[config.mk]
export PLATFORM = sky130hd
export DESIGN_NAME = memory_bus_arbiter
export DESIGN_NICKNAME = d
export VERILOG_FILES = /design/src/rtl/memory_bus_pkg.sv /design/src/rtl/rr_arbiter.sv /design/src/rtl/memory_bus_arbiter.sv
export SDC_FILE = /design/constraint.sdc
export NUM_CORES = 1
export LEC_CHECK = 0
export CORE_AREA = 4 4 140 142
export CTS_CLUSTER_DIAMETER = 30
export DETAILED_ROUTE_END_ITERATION = 8
export DIE_AREA = 0 0 144 146
export DONT_BUFFER_PORTS = 1
export HOLD_SLACK_MARGIN = 0.12
export SLEW_MARGIN = 10
export SYNTH_ARGS = -nofsm -noshare
export SYNTH_HDL_FRONTEND = slang
export SYNTH_SLANG_ARGS = --single-unit
export TNS_END_PERCENT = 50
[constraint.sdc]
create_clock -name clock -period 5.3 [get_ports clock]
set_input_delay 1.06 -clock clock [delete_from_list [all_inputs] [get_ports clock]]
set_output_delay 1.06 -clock clock [all_outputs]
set_load 0.02 [all_outputs]
[src/rtl/memory_bus_pkg.sv]
// Shared request/ID types and the round-robin pick helper used by memory_bus_arbiter.
package memory_bus_pkg;

    localparam int ADDRESS_WIDTH = 32;
    localparam int DATA_WIDTH    = 24;
    localparam int ID_WIDTH      = 4;
    localparam int MAX_MASTERS   = 2 ** ID_WIDTH;

    typedef logic [ID_WIDTH-1:0] bus_id_t;

    typedef struct packed {
        logic [ADDRESS_WIDTH-1:0] address;
        logic [DATA_WIDTH-1:0]    data;
        logic                     write;
    } bus_req_t;

    // Scanning from the far end down lets the closest eligible index at or after ptr overwrite the rest.
    function automatic int rr_pick(input logic [MAX_MASTERS-1:0] eligible, input int ptr, input int numMasters);
        int idx;
        rr_pick = 0;
        for (int k = MAX_MASTERS - 1; k >= 0; k--) begin
            if (k < numMasters) begin
                idx = ptr + k;
                if (idx >= numMasters) begin
                    idx = idx - numMasters;
                end
                if (eligible[ID_WIDTH'(idx)]) begin
                    rr_pick = idx;
                end
            end
        end
    endfunction

endpackage

[src/rtl/rr_arbiter.sv]
// Round-robin arbiter: combinational winner selection plus the rotating priority pointer.
module rr_arbiter
    import memory_bus_pkg::*;
#(
    parameter int NUM_MASTERS = 4,
    parameter int PTR_WIDTH   = (NUM_MASTERS > 1) ? $clog2(NUM_MASTERS) : 1
) (
    input  logic                   clock,
    input  logic                   reset,
    input  logic                   advance,
    input  logic [NUM_MASTERS-1:0] eligible,
    output logic [NUM_MASTERS-1:0] grant,
    output logic                   anyGrant,
    output logic [PTR_WIDTH-1:0]   winner
);

    logic [PTR_WIDTH-1:0]   rrPtr;
    logic [MAX_MASTERS-1:0] eligibleWide;

    always_comb begin
        eligibleWide = '0;
        eligibleWide[NUM_MASTERS-1:0] = eligible;
        winner = PTR_WIDTH'(rr_pick(eligibleWide, int'(rrPtr), NUM_MASTERS));
        anyGrant = advance && (|eligible);
        grant = '0;
        if (anyGrant) begin
            grant[winner] = 1'b1;
        end
    end

    always_ff @(posedge clock or negedge reset) begin
        if (!reset) begin
            rrPtr <= '0;
        end else if (anyGrant) begin
            rrPtr <= (winner == PTR_WIDTH'(NUM_MASTERS - 1)) ? '0 : winner + 1'b1;
        end
    end

endmodule

[src/rtl/memory_bus_arbiter.sv]
// Shares one MemoryBus slave port among NUM_MASTERS ray-memory masters with round-robin grant and per-master read caps.
// Optional build macro ARB_PERF_COUNTERS_EN adds per-master grantCount/stallCount output ports.
module memory_bus_arbiter #(
    parameter int NUM_MASTERS     = 4,
    parameter int DATA_WIDTH      = memory_bus_pkg::DATA_WIDTH,
    parameter int ADDRESS_WIDTH   = memory_bus_pkg::ADDRESS_WIDTH,
    parameter int ID_WIDTH        = memory_bus_pkg::ID_WIDTH,
    parameter int MAX_OUTSTANDING = 4
) (
    input  logic                               clock,
    input  logic                               reset,
    input  logic [NUM_MASTERS-1:0]             upValid,
    output logic [NUM_MASTERS-1:0]             upTaken,
    input  logic [NUM_MASTERS*ADDRESS_WIDTH-1:0] upAddress,
    input  logic [NUM_MASTERS*DATA_WIDTH-1:0]  upData,
    input  logic [NUM_MASTERS-1:0]             upWrite,
    output logic [NUM_MASTERS-1:0]             upRspValid,
    input  logic [NUM_MASTERS-1:0]             upRspTaken,
    output logic [DATA_WIDTH-1:0]              upRspData,
    output logic                               msValid,
    input  logic                               msTaken,
    output logic [ID_WIDTH-1:0]                msID,
    output logic [ADDRESS_WIDTH-1:0]           msAddress,
    output logic [DATA_WIDTH-1:0]              msData,
    output logic                               msWrite,
    input  logic                               smValid,
    output logic                               smTaken,
    input  logic [ID_WIDTH-1:0]                smID,
    input  logic [DATA_WIDTH-1:0]              smData,
    output logic                               idErr
`ifdef ARB_PERF_COUNTERS_EN
    ,
    output logic [31:0]                        grantCount [NUM_MASTERS],
    output logic [31:0]                        stallCount [NUM_MASTERS]
`endif
);

    import memory_bus_pkg::*;

    localparam int PTR_WIDTH = (NUM_MASTERS > 1) ? $clog2(NUM_MASTERS) : 1;
    localparam int CNT_WIDTH = $clog2(MAX_OUTSTANDING + 1);
    localparam logic [CNT_WIDTH-1:0] CNT_MAX  = CNT_WIDTH'(MAX_OUTSTANDING);
    localparam logic [ID_WIDTH:0]    ID_LIMIT = (ID_WIDTH + 1)'(NUM_MASTERS);

    logic [CNT_WIDTH-1:0]   cnt [NUM_MASTERS];
    logic [NUM_MASTERS-1:0] eligible;
    logic [NUM_MASTERS-1:0] grant;
    logic [NUM_MASTERS-1:0] rspHit;
    logic [NUM_MASTERS-1:0] readIssue;
    logic                   anyGrant;
    logic                   slotFree;
    logic                   smIdLegal;
    logic [PTR_WIDTH-1:0]   winner;
    bus_req_t               msReq;

    always_comb begin
        slotFree = !msValid || msTaken;
        for (int i = 0; i < NUM_MASTERS; i++) begin
            eligible[i] = upValid[i] && (upWrite[i] || cnt[i] < CNT_MAX);
        end
    end

    rr_arbiter #(
        .NUM_MASTERS(NUM_MASTERS),
        .PTR_WIDTH  (PTR_WIDTH)
    ) u_rr (
        .clock   (clock),
        .reset   (reset),
        .advance (slotFree),
        .eligible(eligible),
        .grant   (grant),
        .anyGrant(anyGrant),
        .winner  (winner)
    );

    assign upTaken   = grant;
    assign msAddress = msReq.address;
    assign msData    = msReq.data;
    assign msWrite   = msReq.write;
    assign upRspData = smData;

    // The slot reloads only when it is empty or being drained this cycle, so a stalled request holds steady.
    always_ff @(posedge clock or negedge reset) begin
        if (!reset) begin
            msValid <= 1'b0;
            msReq   <= '0;
            msID    <= '0;
        end else if (slotFree) begin
            msValid <= anyGrant;
            if (anyGrant) begin
                msReq.address <= upAddress[winner*ADDRESS_WIDTH +: ADDRESS_WIDTH];
                msReq.data    <= upData[winner*DATA_WIDTH +: DATA_WIDTH];
                msReq.write   <= upWrite[winner];
                msID          <= ID_WIDTH'(winner);
            end
        end
    end

    // Responses with an ID no master owns are swallowed so the slave never blocks on them.
    always_comb begin
        smIdLegal  = {1'b0, smID} < ID_LIMIT;
        smTaken    = !smIdLegal;
        upRspValid = '0;
        for (int i = 0; i < NUM_MASTERS; i++) begin
            if (smID == ID_WIDTH'(i)) begin
                upRspValid[i] = smValid;
                smTaken       = upRspTaken[i];
            end
        end
        rspHit    = upRspValid & {NUM_MASTERS{smTaken}};
        readIssue = grant & ~upWrite;
    end

    always_ff @(posedge clock or negedge reset) begin
        if (!reset) begin
            for (int i = 0; i < NUM_MASTERS; i++) begin
                cnt[i] <= '0;
            end
        end else begin
            for (int i = 0; i < NUM_MASTERS; i++) begin
                if (readIssue[i] && !rspHit[i]) begin
                    cnt[i] <= cnt[i] + 1'b1;
                end else if (!readIssue[i] && rspHit[i] && cnt[i] != '0) begin
                    cnt[i] <= cnt[i] - 1'b1;
                end
            end
        end
    end

    for (genvar g = 0; g < NUM_MASTERS; g++) begin : g_cntCheck
        assert property (@(posedge clock) disable iff (!reset) !(rspHit[g] && cnt[g] == '0));
    end

    always_ff @(posedge clock or negedge reset) begin
        if (!reset) begin
            idErr <= 1'b0;
        end else if (smValid && !smIdLegal) begin
            idErr <= 1'b1;
        end
    end

`ifdef ARB_PERF_COUNTERS_EN
    always_ff @(posedge clock or negedge reset) begin
        if (!reset) begin
            for (int i = 0; i < NUM_MASTERS; i++) begin
                grantCount[i] <= '0;
                stallCount[i] <= '0;
            end
        end else begin
            for (int i = 0; i < NUM_MASTERS; i++) begin
                if (grant[i] && grantCount[i] != '1) begin
                    grantCount[i] <= grantCount[i] + 1'b1;
                end
                if (upValid[i] && !grant[i] && stallCount[i] != '1) begin
                    stallCount[i] <= stallCount[i] + 1'b1;
                end
            end
        end
    end
`endif

endmodule

==> results.toml <==
[floorplan]
rows = 50
die_area_mm2 = 0.0210
die_height_um = 146
boundaryPins = 364
die_w_um = 144
fp.coreArea_mm2 = 0.0185
start_util_pct = 29.0

[logic_synthesis]
synth_seq_cells = 75
synth_largest_area_cell = "dfrtp_1"
synth_edf_count = 0
synth_top_area_share_pct = 35.0
synth_cells = 538
syn_area_per_cell_um2 = 9.96
synth_area_leaders = "dfrtp_1 (35%), mux2i_1 (22%), o221ai_1 (9.5%)"
syn_area_mm2 = 0.00536
ys_top_cells_by_count = "mux2i_1 (119), dfrtp_1 (75), nand2_1 (74)"
async_reset_ff_share_pct = 100
ys_seq_area_share_pct = 35.0
synth_warnings = 0
ys_types = 62
synth-main-ff-cell = "dfrtp_1"
synthMostInstantiatedCell = "mux2i_1"

[clock_network]
clk_pin_slew_ps = 60
ctsResizeCount = 0
clk_latency_ps = 330
tritoncts = "yes"
cts_sinks = 75
cts_hold_buf = 0
htreeDepth = 3
cts_buffer_depth = 2
root_buffer = "clkbuf_16"
post_cts_buffers = 0
cts_buffers = 9

[outcome]
status = "finished clean"

[route]
avgRoutedWirePerCell_um = 22.8
drt_pass1_iterations = 4
vias = 4285
postRouteAntennaNets = 0
drc = 0
first_iter_violations = 289
via_per_inst = 5.85
finalWirelength_mm = 16.7

[power]
power.total_mw = 4.37
power_density_mw_per_mm2 = 777
ir_drop_mv = 0.310
leakage_nw = 2.27

[setup_path]
critPathLaunchType = "flop"
cpMaxStageDelayCell = "dfrtp_1"
crit_fanout = 29
critPathMaxStageDelay_ps = 610
cp_cell_sequence = "inv_1, ha_1, nand2_1, or3_1, o21ai_1, o31ai_4, a31o_2, nor2_1"
cp_num_buf_inv = 1
critPathKind = "flop to output port"
end_kind = "output port"
cp.arrival_ps = 3440
cp_top_family = "simple AND/OR/NAND/NOR gates"
crit_required_ps = 4240

[job]
max-cap-violations = 0

[sta]
tightest_slew_ps = 1060
rsz0062_at_grt = "false"
max_slew_margin_pct = 29.3
hold_ws_ps = 415
hold_viol = 0
fin_crit_sh_pct = 85.0
fmax_ghz = 0.222
fin_crit_ps = 4500
maxSlewViolCount = 0
setup_tns_ps = 0
setup_viol = 0
setup_ws_ps = 796
fin_worst_skew_ps = 7.35

[grt]
grt_pass1_wl_mm = 25.0
grt_pass1_vias = 4459
grt_overflow = 0
antenna_found_initial = 4
grt_max_degree = 76
grt_usage_pct = 15.2

[place]
dpl_cell_area_mm2 = 0.00532
gp_congestion = 0.907
place_worst_setup_slack_ps = 1060
dpl.hpwl_mm = 13.0
portBuffers = 0
dp.cells = 717

[final_layout]
multi_input_area_mm2 = 0.00307
layout-area-overhead-vs-synth_pct = 5.07
finish.cell_count_without_fillers = 733
final_core_util_pct = 30.5
drive_gt1_share_pct = 8.63
fillers = 1856
seq_area_mm2 = 0.00188
design_area_mm2 = 0.00563
layout.nets = 770

[min_path]
hold_class = "input pin to async pin"
-- kinds of logic after synthesis --
group,share of synthesized area (%)
compound gates,16.9
other cells,0.0700
flops,35.0
mux,23.3
buf+inv,7.92
fa+ha+maj,2.43
xor+xnor,0.491
simple gates,13.8
-- state kept, by name, summed over array words and instances (netlist names) --
| register | count |
|---|---|
| idErr | 1 |
| msData | 24 |
| msAddress | 32 |
| msValid | 1 |
| cnt | 12 |
| msID | 2 |
| msWrite | 1 |
| u_rr.rrPtr | 2 |
-- final timing paths --
| kind | startpoint | to | slack, ps | cells past startpoint |
|---|---|---|---|---|
| worst max-delay path | u_rr.rrPtr[0] | upTaken[2] | 800 | 8 |
| worst max register to register | u_rr.rrPtr[0] | cnt[5] | 1040 | 12 |
| max in group asynchronous | reset | msAddress[7] | 4750 | 0 |
| min in group clock | cnt[11] | cnt[11] | 550 | 1 |
| worst min register to register | cnt[11] | cnt[11] | 550 | 1 |
| worst min-delay path | reset | msAddress[31] | 410 | 0 |
-- layout make-up --
cell class / instances / share of cell area, %
clock inverters: 5 / 1.40
repair buffers: 6 / 0.800
diodes: 1 / 0.0445
well taps: 234 / 5.20
inverters: 9 / 0.600
clock buffers: 10 / 4.07
flip-flops and latches: 75 / 33.3
multi-input cells: 393 / 54.5
-- worst reg2reg max path, cell delays in order (launching register included) --
cell      delay [ps]
dfrtp_1          610
inv_1            210
ha_1             480
nand2_1          140
or3_1            340
o21ai_1          170
o31ai_4          120
a31o_2           510
nor3_4           360
nand2_1          120
fa_1             420
or4_1            530
o211ai_1         170
-- placed cells by master (no fill, tap or decap), drive strengths merged, types with 4 or more instances in the layout --
cell / n
or2: 4
clkbuf: 10
o221ai: 58
o21ai: 17
nand3: 8
nor3: 5
nor2: 28
buf: 6
ha: 4
dfrtp: 75
inv: 9
a21oi: 4
nand2b: 7
fa: 4
mux2i: 119
nand2: 74
nor2b: 5
-- power breakdown --
group	switching, mW	total [mW]	internal (mW)
Clock	0.245	0.655	0.409
Combinational	1.29	2.31	1.02
Sequential	0.549	1.41	0.861
Total	2.09	4.37	2.29
-- routing by layer --
metal | up-vias | track usage [%] | part of all wire (%) | routed length (um)
met3 | 30 | 6.21 | 11 | 1800
met4 | 6 | 4.99 | 2.1 | 354
met5 | - | 0 | 0.20 | 34
li1 | 1900 | - | - | -
met2 | 270 | 25.4 | 49 | 8230
met1 | 2079 | 17.6 | 38 | 6310
Power figures use the tool's default switching activity.
